### config.mk
export PLATFORM = sky130hd
export DESIGN_NAME = pipe_fetch_ctrl
export DESIGN_NICKNAME = d
export VERILOG_FILES = /design/src/rtl/pipe_fetch_ctrl_pkg.sv /design/src/rtl/pipe_fetch_ctrl_sat_counter.sv /design/src/rtl/pipe_fetch_ctrl.sv
export SDC_FILE = /design/constraint.sdc
export NUM_CORES = 1
export LEC_CHECK = 0
export CAP_MARGIN = 5
export CELL_PAD_IN_SITES_DETAIL_PLACEMENT = 1
export CELL_PAD_IN_SITES_GLOBAL_PLACEMENT = 1
export CORE_MARGIN = 4
export CORE_UTILIZATION = 31
export CTS_CLUSTER_SIZE = 28
export DETAILED_ROUTE_END_ITERATION = 10
export GPL_ROUTABILITY_DRIVEN = 0
export GPL_TIMING_DRIVEN = 0
export PLACE_DENSITY = 0.92
export SLEW_MARGIN = 20
export SYNTH_ARGS = -nofsm -noshare
export SYNTH_HDL_FRONTEND = slang
export SYNTH_SLANG_ARGS = --single-unit
export TNS_END_PERCENT = 10
### constraint.sdc
create_clock -name clock -period 5.1 [get_ports clock]
set_input_delay 0.765 -clock clock [delete_from_list [all_inputs] [get_ports clock]]
set_output_delay 0.765 -clock clock [all_outputs]
set_load 0.05 [all_outputs]
### src/rtl/pipe_fetch_ctrl_pkg.sv
// pipe_fetch_ctrl_pkg: shared next-PC select codes, fetch FSM states and default reset PC
package pipe_fetch_ctrl_pkg;

    localparam logic [1:0] PCS_PC4 = 2'b00;
    localparam logic [1:0] PCS_BR  = 2'b01;
    localparam logic [1:0] PCS_JR  = 2'b10;
    localparam logic [1:0] PCS_J   = 2'b11;

    localparam logic [31:0] DEFAULT_RESET_PC = 32'h0000_0000;

    typedef enum logic [1:0] {BOOT, RUN, HOLD} state_t;

endpackage

### src/rtl/pipe_fetch_ctrl_sat_counter.sv
// sat_counter: enable counter that sticks at all-ones instead of wrapping
module sat_counter #(
    parameter int W = 16
) (
    input  logic         clock,
    input  logic         reset,
    input  logic         en,
    output logic [W-1:0] cnt
);

    logic [W-1:0] cnt_d, cnt_q;

    always_comb cnt_d = (en && !(&cnt_q)) ? cnt_q + W'(1) : cnt_q;

    always_ff @(posedge clock or posedge reset) begin
        if (reset) cnt_q <= '0;
        else       cnt_q <= cnt_d;
    end

    assign cnt = cnt_q;

endmodule

### src/rtl/pipe_fetch_ctrl.sv
// pipe_fetch_ctrl: IF-stage sequencer owning the PC, next-PC select, ROM address and fetch stats
module pipe_fetch_ctrl
    import pipe_fetch_ctrl_pkg::*;
#(
    parameter logic [31:0] RESET_PC   = DEFAULT_RESET_PC,
    parameter bit          DELAY_SLOT = 1'b1,
    parameter int          CNT_W      = 16
) (
    input  logic             clock,
    input  logic             reset,
    input  logic             stall,
    input  logic             br_taken,
    input  logic             jr_taken,
    input  logic             j_taken,
    input  logic [31:0]      bpc,
    input  logic [31:0]      da,
    input  logic [31:0]      jpc,
    output logic [31:0]      pc,
    output logic [31:0]      pc4,
    output logic [31:0]      npc,
    output logic [1:0]       pcsource,
    output logic [7:0]       rom_addr,
    output logic             if_valid,
    output logic             redirect,
    output logic [CNT_W-1:0] fetch_cnt,
    output logic [CNT_W-1:0] bubble_cnt
);

    state_t      state_d, state_q;
    logic [31:0] pc_d, pc_q;
    logic        run_go;

    always_comb begin
        run_go   = (state_q == RUN) && !stall;
        pc4      = pc_q + 32'd4;
        pcsource = !run_go  ? PCS_PC4 :
                   jr_taken ? PCS_JR  :
                   j_taken  ? PCS_J   :
                   br_taken ? PCS_BR  : PCS_PC4;
        redirect = run_go && (jr_taken || j_taken || br_taken);
        npc      = (pcsource == PCS_BR) ? bpc :
                   (pcsource == PCS_JR) ? da  :
                   (pcsource == PCS_J)  ? jpc : pc4;
        pc_d     = run_go ? npc : pc_q;
        state_d  = (state_q == BOOT) ? RUN : stall ? HOLD : RUN;
        // ROM latches on the same edge as pc, so feed it the value pc is about to take
        rom_addr = run_go ? npc[9:2] : pc_q[9:2];
        if_valid = (state_q != BOOT) && !(redirect && !DELAY_SLOT);
    end

    always_ff @(posedge clock or posedge reset) begin
        if (reset) begin
            state_q <= BOOT;
            pc_q    <= RESET_PC;
        end else begin
            state_q <= state_d;
            pc_q    <= pc_d;
        end
    end

    assign pc = pc_q;

    sat_counter #(.W(CNT_W)) u_fetch_cnt (
        .clock (clock),
        .reset (reset),
        .en    (if_valid && !stall),
        .cnt   (fetch_cnt)
    );

    sat_counter #(.W(CNT_W)) u_bubble_cnt (
        .clock (clock),
        .reset (reset),
        .en    (!if_valid),
        .cnt   (bubble_cnt)
    );

endmodule
# --- Word level (Yosys, flattened, before mapping) ---
# Index checks and enable logic that the tools add are counted.
classes:
  add_sub_neg: 3
  multipliers: 0
  div_mod_pow: 0
  order_cmp: 0
  eq_ne: 4
  shifts: 0
  n_mux: 10
  n_bitwise: 0
  n_reduce_logical: 15
op_table:
  columns: ["cell", "count"]
  rows:
  - ["$mux W32", 3]
  - ["$add A16 B1 Y16 const B", 2]
  - ["$add A32 B3 Y32 const B", 1]
  - ["$reduce_and A16 Y1", 2]
  - ["$mux W2", 5]
  - ["$mux W8", 1]
  - ["$logic_and A1 B1 Y1", 5]
  - ["$eq A2 B1 Y1 const B", 2]
  - ["$eq A2 B2 Y1 const B", 2]
  - ["$logic_not A1 Y1", 4]
  - ["$logic_not A2 Y1", 1]
  - ["$logic_or A1 B1 Y1", 2]
  - ["$reduce_bool A2 Y1", 1]
  - ["$mux W1", 1]
totals:
  ff_bits: 66
  latchBits: 0
  ramBits: 0
  romBits: 0
  input_bits: 102
  out_inout_bits: 140
  wordCells: 36
  mem_count: 0

# --- Longest topological paths before layout ---
logic_depth:
  word_depth: 9
  depth_mapped: 8
  mapped_depth_nobuf: 6

# --- Cells and area by module ---
# From an unflattened synthesis, not the netlist that was laid out.
unflattened:
  hier_cells: 556
  hier_area_um2: 4703.3
by_module_without_submodules:
  columns: ["module", "n_inst", "cells_each", "area_each_um2", "seq_area_each_um2"]
  rows:
  - ["pipe_fetch_ctrl", 1, 410, 3106.7, 850.8]
  - ["sat_counter", 2, 73, 798.3, 400.4]

# --- Worst setup path before layout ---
# OpenSTA, ideal clock, no wires.
synth_path:
  kind: "reg-to-output"
  startpoint: "register pc_q[2], in the netlist pc[2]"
  endpoint: "output port rom_addr[2]"
  arrival_ps: 3857
  required_time_ps: 4335
  slack_ps: 478
  path_stages_with_launch: 7
  path_cell_list: "dfrtp_1 > ha_1 > xor2_1 > a2bb2oi_1 > nor2_1 > o31ai_1 > mux2_2"
synth_between:
  elab_chain_len: 5
synth_lines:
  columns: ["item", "line_no", "text"]
  rows:
  - ["from (decl)", "pipe_fetch_ctrl.sv:30", "logic [31:0] pc_d, pc_q;"]
  - ["from (signal assigned)", "pipe_fetch_ctrl.sv:57", "pc_q <= pc_d;"]
  - ["$add A32 B3 Y32", "pipe_fetch_ctrl.sv:35", "pc4 = pc_q + 32'd4;"]
  - ["named net pc4[4]", "pipe_fetch_ctrl.sv:19", "output logic [31:0] pc4,"]
  - ["$mux W32", "pipe_fetch_ctrl.sv:43", "(pcsource == PCS_J) ? jpc : pc4;"]
  - ["$mux W32", "pipe_fetch_ctrl.sv:42", "(pcsource == PCS_JR) ? da :"]
  - ["$mux W32", "pipe_fetch_ctrl.sv:41", "npc = (pcsource == PCS_BR) ? bpc :"]
  - ["named net npc[4]", "pipe_fetch_ctrl.sv:20", "output logic [31:0] npc,"]
  - ["$mux W8", "pipe_fetch_ctrl.sv:47", "rom_addr = run_go ? npc[9:2] : pc_q[9:2];"]
  - ["to (decl)", "pipe_fetch_ctrl.sv:22", "output logic [7:0] rom_addr,"]
# The timed path passes the listed nets, and every way through them passes these cells.

# --- Worst setup path in the final report ---
layout_path:
  startpoint: "input port br_taken"
  endpoint: "output port rom_addr[4]"
layout_between:
  elab_chain_len: 9
  elab_cells_between_ends: 11
  classes_between: "eq/ne: 3; mux: 8"
layout_lines:
  columns: ["item", "line_no", "text"]
  rows:
  - ["from (decl)", "pipe_fetch_ctrl.sv:12", "input logic br_taken,"]
  - ["$mux W1 *", "pipe_fetch_ctrl.sv:39", "br_taken ? PCS_BR : PCS_PC4;"]
  - ["$mux W2 *", "pipe_fetch_ctrl.sv:38", "j_taken ? PCS_J :"]
  - ["$mux W2 *", "pipe_fetch_ctrl.sv:37", "jr_taken ? PCS_JR :"]
  - ["$mux W2 *", "pipe_fetch_ctrl.sv:36", "pcsource = !run_go ? PCS_PC4 :"]
  - ["$eq A2 B2 Y1", "pipe_fetch_ctrl.sv:43", null]
  - ["$mux W32", "pipe_fetch_ctrl.sv:43", null]
  - ["$mux W32", "pipe_fetch_ctrl.sv:42", null]
  - ["$mux W32 *", "pipe_fetch_ctrl.sv:41", null]
  - ["$mux W8 *", "pipe_fetch_ctrl.sv:47", null]
# Every way passes the cells marked *; elsewhere a longest branch is shown, timed or not.

==> impl_metrics.ini <==
[run]
drv_cap = 0

[cells_and_area]
stdcell_count = 1084
seq_area_um2 = 1650
layout_common_cells = clkdlybuf4s50_1, dfrtp_1, nand2_1
fin_util_pct = 50.6
drive_above_1_share_pct = 7.03
multiInputGateArea_um2 = 3150
num-fill-cells = 1921
final_common_cell = clkdlybuf4s50_1
antenna_cells = 0
nets = 968
area_growth_pct = 60.0

[clocking]
cts_made_buffers = 9
cts_hold_buf = 0
clk_path_buf_depth = 2
cts_sinks = 66
cts_tree = built
clock_latency_ns = 0.35
cts.htree.levels = 3
root_buffer = clkbuf_16
clk_pin_slew_worst_paths_ns = 0.06
cts_setup_buffers = 0
post_cts_resized = 2

[place]
portBuffers = 239
dp_hpwl_um = 20200
dp.cells = 1068

[sta]
slew-limit-headroom_pct = 36.8
setup_viol = 0
fin_crit_sh_pct = 95.9
maxSlewViolCount = 0
rsz0062_at_grt = false
finalCriticalPeriod_ns = 4.89
clock_skew_ns = 0.00954
max_freq_mhz = 204
tightestPinTransition_ns = 0.940
hold_viol = 0

[route]
dr.first_iter.drc_count = 471
vias = 6328
dr.pass1.iters = 5
wire_per_inst_um = 24.3
drtAntennaViolNets = 0
routed_wl_um = 26300
vias_per_cell = 5.84
drc = 0

[synth]
syn-num-nets = 717
async_reset_ff_share_pct = 100
yosys-top-cells-area = dfrtp_1, xnor2_1, nand2_1, a21oi_1, xor2_1
ys_seq_area_share_pct = 32.9
synth-edff-count = 0
ys_types = 72
yosys_register_bits = 66
synthFlopType = dfrtp_1
syn_area_per_cell_um2 = 8.21
netlist.area_leader.share_pct = 32.9
yosys_warnings = 0
synth.largest_area_cell = dfrtp_1
syn_inst = 612
synthesis.area_um2 = 5030

[worst_setup_path]
critPathLaunch = br_taken
rr_startpoint = pc[2]
cp.required_ns = 4.34
rrSetupSlack_ns = 2.23
endpoint = rom_addr[4]
cp_max_fo = 10
endpoint_kind = output port
reg2reg_to = pc[28]
crit_arrival_ns = 4.13
worst_setup_path_start_kind = primary input
critical_path_class = in -> out
r2r_cells = 6

[global_routing]
grt_util_met2_pct = 47.5
grt_remaining_overflow = 0
grt_pass1_vias = 6740
antenna_found_initial = 3
track_usage_pct = 28.2
grt_pass1_wl_um = 39700
grt_use_met1_pct = 32.9
grt_use_met3_pct = 9.66
grt_max_degree = 40
top_usage_layer = met2

[floorplan]
die_y_um = 135
core_region_area_um2 = 15900
ios = 242
rows = 46
start_util_pct = 31.6
die_area_um2 = 18300
die_x_um = 135

[pwr]
p_leak_nw = 3.17
power_density_nw_per_um2 = 481
ir_worst_vdd_mv = 0.342

[outcome]
outcome = complete, no violations

[min_path]
hp-class = reg -> reg
[flip-flops by register name, indices dropped and copies added, names as in the netlist]
| register | flops |
|---|---|
| pc | 32 |
| state_q | 2 |
| u_fetch_cnt.cnt | 16 |
| u_bubble_cnt.cnt | 16 |
[synth_stat cells, types with 3 or more instances]
library cell,n
and4_1,5
xnor2_1,29
nand3_1,32
and3_1,14
nor2b_1,5
a31oi_1,6
o21ai_0,25
nor2_1,46
nor3b_1,5
o31ai_1,7
a221o_1,4
nand2_1,57
and2_1,10
mux2_2,10
dfrtp_1,66
nand3b_1,3
a32oi_1,3
o211ai_1,4
or2_2,4
a22oi_1,9
o22a_1,5
a221oi_1,7
ha_1,3
clkbuf_1,27
a21o_1,4
a2bb2oi_1,6
mux2i_1,4
o221ai_1,6
nor3_1,21
inv_1,18
o22ai_1,4
xor2_1,20
nand2b_1,6
o21a_1,8
a21oi_1,36
nor4_1,12
nand4_1,22
a211oi_1,3
buf_2,10
[cells by family after synthesis]
logic type | share of synthesized area (%)
muxes | 3.04
and+or+nand+nor | 27.4
adders and majority gates | 0.747
buffers and inverters | 4.90
DFF | 32.9
AOI/OAI and AO/OA | 22.5
xor gates and xnor gates | 8.54
[per-stage QoR]
step	setup TNS [ns]	power [mW]	setup slack [ns]	hold WS [ns]	area, um2
6_report	0	3.87	0.210	0.500	8040
4_1_cts	0	3.89	0.0791	0.507	8020
3_3_place_gp	0	3.17	0.0282	0.490	7690
3_5_place_dp	-0.0510	3.22	-0.0433	0.491	7720
5_1_grt	0	4.03	0.0664	0.518	8040
2_1_floorplan	0	2.33	0.478	0.682	5030
[how the worst min path moves through the flow]
stage	to	depth (start not counted)	from	slack [ns]
4_1_cts	u_bubble_cnt.cnt[7]	1	u_bubble_cnt.cnt[7]	0.51
3_5_place_dp	u_bubble_cnt.cnt[7]	1	u_bubble_cnt.cnt[7]	0.49
2_1_floorplan	u_bubble_cnt.cnt[2]	3	state_q[0]	0.68
6_report	u_bubble_cnt.cnt[7]	1	u_bubble_cnt.cnt[7]	0.50
5_1_grt	u_bubble_cnt.cnt[7]	1	u_bubble_cnt.cnt[7]	0.52
3_3_place_gp	u_fetch_cnt.cnt[10]	1	u_fetch_cnt.cnt[10]	0.49
[area by class of cell]
| cell class | count | area share, % |
|---|---|---|
| Inverter | 18 | 0.871 |
| Sequential cell | 66 | 20.5 |
| Buffer | 42 | 2.29 |
| Timing Repair Buffer | 240 | 30.1 |
| Multi-Input combinational cell | 486 | 39.2 |
| Clock inverter | 6 | 0.825 |
| Clock buffer | 10 | 2.85 |
| Tap cell | 216 | 3.36 |
[where the power goes]
group	switching, mW	total [mW]	leakage (nW)	internal, mW
registers	0.178	0.819	0.830	0.641
clock network	0.261	0.642	0.147	0.380
logic	1.60	2.41	2.19	0.804
total	2.04	3.87	3.17	1.83
[critical path, cell delays in order]
cell,delay (ns)
clkdlybuf4s50_1,0.58
nor2b_1,0.17
clkbuf_1,0.46
nand2_1,0.48
clkbuf_2,0.39
a21oi_1,0.26
mux2_2,0.20
clkdlybuf4s50_1,0.80
[layer usage]
layer | wire length [um] | up-vias | share of wire, %
li1 | - | 2788 | -
met1 | 9860 | 3098 | 37
met2 | 12700 | 366 | 48
met3 | 2870 | 70 | 11
met4 | 889 | 6 | 3.4
met5 | 34 | - | 0.13
(Power assumes the default switching activity.)
